### src/rtl/pe_pkg.sv
`default_nettype none
// ============================================================================
//  Module      : pe_pkg
//  Description : Shared types and helpers for the pe_cube result path.
//                Holds the bank state encoding, the lane byte type and the
//                lane-count derivation used by pe_cube and its neighbours.
//  Revision    : 1.0 - initial release
// ============================================================================
package pe_pkg;

    // Occupancy of one snapshot bank
    typedef logic bank_state_t;
    localparam bank_state_t BANK_EMPTY = 1'b0;
    localparam bank_state_t BANK_FULL  = 1'b1;

    // One PE result
    typedef logic [7:0] lane_byte_t;

    // Total PE lanes in a cube; must agree with pe_cube
    function automatic int pe_lanes(input int array_num, input int block_num,
                                    input int cube_num);
        return array_num * block_num * cube_num;
    endfunction

endpackage
`default_nettype wire

### src/rtl/pe_lane_pick.sv
`default_nettype none
// ============================================================================
//  Module      : pe_lane_pick
//  Description : Lowest-set-bit priority encoder over a lane mask. Reports
//                the index of the lowest set bit, whether any bit is set and
//                whether exactly one bit is set.
//  Revision    : 1.0 - initial release
// ============================================================================
module pe_lane_pick #(
    parameter int LANES = 27,
    parameter int IDX_W = $clog2(LANES)
) (
    input  logic [LANES-1:0] i_mask,
    output logic [IDX_W-1:0] o_idx,
    output logic             o_found,
    output logic             o_single
);

    // Scan from the top down so the lowest set bit is the last one written
    always_comb begin
        o_idx = '0;
        for (int i = LANES - 1; i >= 0; i--) begin
            if (i_mask[i]) begin
                o_idx = IDX_W'(i);
            end
        end
    end

    // Clearing the lowest set bit leaves zero only when one bit was set
    always_comb begin
        o_found  = |i_mask;
        o_single = o_found && ((i_mask & (i_mask - LANES'(1))) == '0);
    end

endmodule
`default_nettype wire

### src/rtl/pe_result_drain.sv
`default_nettype none
// ============================================================================
//  Module      : pe_result_drain
//  Description : Captures pe_cube result snapshots into two ping-pong banks
//                (FIFO order) and serialises the valid lanes of each bank as
//                a byte-per-beat valid/ready stream tagged with the lane
//                index and a last flag. A sticky flag records dropped
//                snapshots.
//  Revision    : 1.0 - initial release
// ============================================================================
module pe_result_drain
    import pe_pkg::*;
#(
    parameter  int ARRAY_NUM = 3,
    parameter  int BLOCK_NUM = 3,
    parameter  int CUBE_NUM  = 3,
    localparam int LANES     = pe_lanes(ARRAY_NUM, BLOCK_NUM, CUBE_NUM),
    localparam int IDX_W     = $clog2(LANES)
) (
    input  logic               iClk,
    input  logic               iRstN,
    input  logic [8*LANES-1:0] iResult,
    input  logic [LANES-1:0]   iResultValid,
    input  logic               iReady,
    input  logic               iClearOvf,
    output logic               oValid,
    output logic [7:0]         oData,
    output logic [IDX_W-1:0]   oLaneIdx,
    output logic               oLast,
    output logic               oOverflow,
    output logic               oBusy
);

    // Bank storage, indexed by bank number
    bank_state_t        r_state [2];
    logic [8*LANES-1:0] r_data  [2];
    logic [LANES-1:0]   r_pend  [2];
    logic               r_wr_ptr;
    logic               r_rd_ptr;
    logic               r_overflow;

    logic [IDX_W-1:0]   w_idx;
    logic               w_found;
    logic               w_single;
    logic               w_valid;
    logic               w_xfer;
    logic               w_release;
    logic               w_snap;
    logic               w_wr_free;
    logic               w_capture;
    logic [LANES-1:0]   w_pend_act;
    logic [8*LANES-1:0] w_data_act;
    lane_byte_t         w_byte;

    assign w_pend_act = r_pend[r_rd_ptr];
    assign w_data_act = r_data[r_rd_ptr];

    pe_lane_pick #(
        .LANES (LANES),
        .IDX_W (IDX_W)
    ) u_lane_pick (
        .i_mask   (w_pend_act),
        .o_idx    (w_idx),
        .o_found  (w_found),
        .o_single (w_single)
    );

    // Handshake and capture decisions; the write bank counts as free when
    // its final beat leaves on this same edge
    always_comb begin
        w_valid   = (r_state[r_rd_ptr] == BANK_FULL);
        w_xfer    = w_valid && iReady;
        w_release = w_xfer && w_single;
        w_snap    = |iResultValid;
        w_wr_free = (r_state[r_wr_ptr] == BANK_EMPTY) ||
                    (w_release && (r_rd_ptr == r_wr_ptr));
        w_capture = w_snap && w_wr_free;
        w_byte    = w_data_act[{w_idx, 3'b000} +: 8];
    end

    // Output decode from registered bank state, forced to zero when idle
    always_comb begin
        oValid   = w_valid;
        oData    = '0;
        oLaneIdx = '0;
        oLast    = 1'b0;
        if (w_valid) begin
            oData    = w_byte;
            oLaneIdx = w_idx;
            oLast    = w_single;
        end
        oOverflow = r_overflow;
        oBusy     = (r_state[0] == BANK_FULL) || (r_state[1] == BANK_FULL);
    end

    // Bank update: a capture reloads a bank, a transfer retires one lane
    always_ff @(posedge iClk or negedge iRstN) begin
        if (!iRstN) begin
            for (int b = 0; b < 2; b++) begin
                r_state[b] <= BANK_EMPTY;
                r_data[b]  <= '0;
                r_pend[b]  <= '0;
            end
        end else begin
            for (int b = 0; b < 2; b++) begin
                if (w_capture && (r_wr_ptr == 1'(b))) begin
                    r_state[b] <= BANK_FULL;
                    r_data[b]  <= iResult;
                    r_pend[b]  <= iResultValid;
                end else if (w_xfer && (r_rd_ptr == 1'(b))) begin
                    r_pend[b] <= r_pend[b] & ~(LANES'(1) << w_idx);
                    if (w_single) begin
                        r_state[b] <= BANK_EMPTY;
                    end
                end
            end
        end
    end

    // FIFO pointers advance on capture and on bank release
    always_ff @(posedge iClk or negedge iRstN) begin
        if (!iRstN) begin
            r_wr_ptr <= 1'b0;
            r_rd_ptr <= 1'b0;
        end else begin
            if (w_capture) begin
                r_wr_ptr <= ~r_wr_ptr;
            end
            if (w_release) begin
                r_rd_ptr <= ~r_rd_ptr;
            end
        end
    end

    // Sticky drop flag; a drop on the clearing edge keeps it set
    always_ff @(posedge iClk or negedge iRstN) begin
        if (!iRstN) begin
            r_overflow <= 1'b0;
        end else if (w_snap && !w_wr_free) begin
            r_overflow <= 1'b1;
        end else if (iClearOvf) begin
            r_overflow <= 1'b0;
        end
    end

endmodule
`default_nettype wire
### config.mk
export PLATFORM = sky130hd
export DESIGN_NAME = pe_result_drain
export DESIGN_NICKNAME = d
export VERILOG_FILES = /design/src/rtl/pe_pkg.sv /design/src/rtl/pe_lane_pick.sv /design/src/rtl/pe_result_drain.sv
export SDC_FILE = /design/constraint.sdc
export NUM_CORES = 1
export LEC_CHECK = 0
export CAP_MARGIN = 5
export CORE_MARGIN = 2
export CORE_UTILIZATION = 57
export DETAILED_ROUTE_END_ITERATION = 7
export GPL_ROUTABILITY_DRIVEN = 0
export PLACE_DENSITY = 0.81
export RECOVER_POWER = 25
export SKIP_CTS_REPAIR_TIMING = 1
export SYNTH_ARGS = -nofsm -noshare
export SYNTH_HDL_FRONTEND = slang
export SYNTH_HIERARCHICAL = 1
export SYNTH_SLANG_ARGS = --single-unit
### constraint.sdc
create_clock -name iClk -period 6.7 [get_ports iClk]
set_clock_uncertainty 0.2 [all_clocks]
set_input_delay 1.005 -clock iClk [delete_from_list [all_inputs] [get_ports iClk]]
set_output_delay 1.005 -clock iClk [all_outputs]
set_load 0.02 [all_outputs]
==> flow_summary_export.csv <==
group,metric,value,unit
placed_design,dpl.hpwl,45.2,mm
timing,fin_crit,6550,ps
floorplanning,die_w,210,um
synth,synthCells,2185,
setup_path,path_class,"reg -> out",
placed_design,dpl-instance-area,0.0270,mm2
floorplanning,initial_core_util,57.6,%
finish,stdcell_area,0.0289,mm2
synth,synth_nets,2432,
power_and_ir_drop,power_leakage,13.1,nW
power_and_ir_drop,p_per_area,234,mW/mm2
placed_design,dpl.cell_count,2877,
drt,route.vias.total,18305,
drt,drtIter0Drc,2183,
global_route,grt_pass1_wl,106,mm
synth,ys_top_cells_by_area,"dfrtp_1, nand2_1, mux2_4",
floorplanning,coreArea,0.0419,mm2
timing,maxSlewViolCount,219,
run_status,violations,"max-capacitance violations, max-slew violations",
setup_path,critPathCaptureType,"primary output",
timing,finalHoldViolCount,0,
timing,max_freq,153,MHz
synth,synth_area_per_cell,11.0,um2
synth,post-synth-top-count-cell,"nand2_1",
finish,nNetsFinal,2643,
run_status,outcome,"complete, but fails checks",
floorplanning,rows,75,
synth,synth_flop_cell,"dfrtp_1",
floorplanning,die_h,210,um
drt,drt-total-wl,68.1,mm
finish,drive_above_1_share,18.8,%
setup_path,cp_cell_sequence,"mux2_2, nand2b_1, a21oi_1, o21ai_1, a221o_1, a2111oi_2, o221a_4, buf_16, mux4_2, mux2i_1, a221oi_1, a2111o_1, clkdlybuf4s50_1",
placed_design,io_buffers,263,
setup_path,crit_slowest_cell,"clkdlybuf4s50_1",
clock_tree,clk_latency,590,ps
floorplanning,die_area,0.0440,mm2
clock_tree,clock-sinks,491,
global_route,grt_max_degree,218,
synth,synth-edff-count,0,
clock_tree,cts_tree,"built",
timing,fin_worst_hold_slack,272,ps
synth,yosysWarnings,6,
drt,wl_per_cell,22.9,um
finish,area_delta_synth_final,19.7,%
global_route,grt_pass1_vias,18632,
synth,yosys.area.top_type,"dfrtp_1",
synth,yosys_register_bits,491,
clock_tree,clk_path_buf_depth,3,
timing,setup_viol,0,
timing,fin_crit_sh,97.7,%
synth,synth_seq_area_share,51.0,%
timing,worstMarginPinSlew,3250,ps
setup_path,cp.required,5490,ps
run,cap_viol_max_count,2,
synth,syn_area,0.0241,mm2
floorplanning,io_pins,264,
clock_tree,clk_pin_slew,60,ps
drt,ant_nets,0,
power_and_ir_drop,finalPower,0.00675,W
power_and_ir_drop,max-vdd-ir-drop,215,uV
drt,firstDrtPassIters,8,
clock_tree,h-tree-depth,2,
synth,ys_async_sr_fraction,100,%
clock_tree,numCtsBuffers,51,
drt,via_per_inst,6.14,
setup_path,cp-start-kind,"register",
global_route,grt-ovfl-total,0,
setup_path,slowest_delay,550,ps
setup_path,critPathArrivalTime,5340,ps
setup_path,crit_fanout,24,
synth,ys_types,61,
timing,grt_setup_unrepaired,"no",
synth,yosysTopAreaCellShare,51.0,%
finish,final_cells,2979,
synth,synthTopCellsByCount,"nand2_1, dfrtp_1, mux2_4",
drt,drc_errors,0,
global_route,track_usage,31.0,%
clock_tree,cts_root_buffer,"clkbuf_16",
global_route,antenna_found_initial,3,
hold_path,hold_class,"reg -> reg",
timing,timing.slew.headroom,-116,%
## flip-flops by register name (all words and copies together) (netlist names)
register and cells:
r_state 2, oOverflow 1, r_pend 54, r_wr_ptr 1, r_data 432, r_rd_ptr 1
## cells by family after synthesis
kind of cell | Yosys count | synth area share [%]
fa+ha+maj | 2 | 0.0882
mux | 396 | 23.0
simple gates | 850 | 14.2
buf+inv | 159 | 3.90
compound gates | 287 | 7.84
flops | 491 | 51.0
## final cells by class
cell class                 instances  area, um2
fill                            2903      13000
tap                              539        674
clock inverter                    18        203
timing repair buffer             303       3130
clock buffer                      77       1540
antenna                            2       5.00
inverter                          13       48.8
multi-input combinational       1536      11000
sequential                       491      12300
## worst max-delay path, delay by kind of cell (launching register included)
kind,cells,cell delay (ps)
AO/OA/AOI/OAI,7,2040
buffers and inverters,2,780
flip-flops,1,540
multiplexers,3,1200
AND/OR/NAND/NOR,1,160
## final timing paths
path | slack [ps] | start | depth (start not counted) | end
min in group asynchronous | 1280 | iRstN | 1 | r_data[61]
worst max-delay path | 150 | r_rd_ptr | 13 | oData[5]
max in group asynchronous | 1020 | iRstN | 2 | r_rd_ptr
worst min-delay path | 270 | r_data[182] | 2 | r_data[182]
worst min register to register | 270 | r_data[182] | 2 | r_data[182]
worst max register to register | 790 | r_rd_ptr | 13 | r_data[332]
## report_power, final
group	leakage, nW	internal, W	total (W)	switching [W]
clock network	0.870	0.00171	0.00292	0.00121
registers	6.28	0.00320	0.00333	0.000134
logic	5.95	0.000235	0.000492	0.000257
## routing by layer
metal,up-vias,share of wire (%),wire length [um],GRT usage (%)
met1,9278,40,27400,43.0
li1,7978,-,-,-
met4,2,4.2,2890,12.9
met2,884,48,32700,49.5
met3,163,7.5,5110,4.56
met5,-,0.019,13,0
## cell usage in the layout, fill, tap and decap left out, types with 3 or more instances in the layout
master / synthesis / final
nand2_1: 725 / 725
dfrtp_1: 491 / 490
clkdlybuf4s50_1: 0 / 262
mux2_4: 174 / 174
o21ai_0: 131 / 131
mux2i_1: 88 / 88
mux2_2: 83 / 83
clkbuf_16: 0 / 52
mux4_2: 48 / 48
nor2_1: 41 / 41
a221oi_1: 32 / 32
o22ai_1: 26 / 26
buf_4: 6 / 23
a211oi_1: 19 / 19
clkbuf_8: 0 / 17
nand3_1: 16 / 16
nor3_1: 14 / 14
inv_1: 12 / 12
nor2b_1: 13 / 11
nor4_1: 12 / 11
clkbuf_1: 45 / 10
buf_12: 0 / 10
o21ai_1: 9 / 9
a22o_1: 9 / 9
a221o_1: 9 / 9
clkinv_2: 0 / 9
o2bb2ai_1: 8 / 8
o21a_1: 8 / 8
a2111o_1: 8 / 8
a21oi_1: 9 / 8
nand2b_1: 5 / 4
or2_2: 4 / 4
nor4_2: 4 / 4
and3_1: 3 / 3
clkinv_4: 0 / 3
bufinv_16: 0 / 3
o31ai_1: 3 / 3
## stage by stage
stage          utilization, %  setup TNS, ps  setup WS [ps]
2_1_floorplan               -              0            906
3_3_place_gp             64.5              0            572
3_5_place_dp             64.5              0            453
4_1_cts                  68.7          -1130           -204
5_1_grt                  68.9              0           1.06
6_report                 69.0              0            151
(Power assumes the default switching activity.)
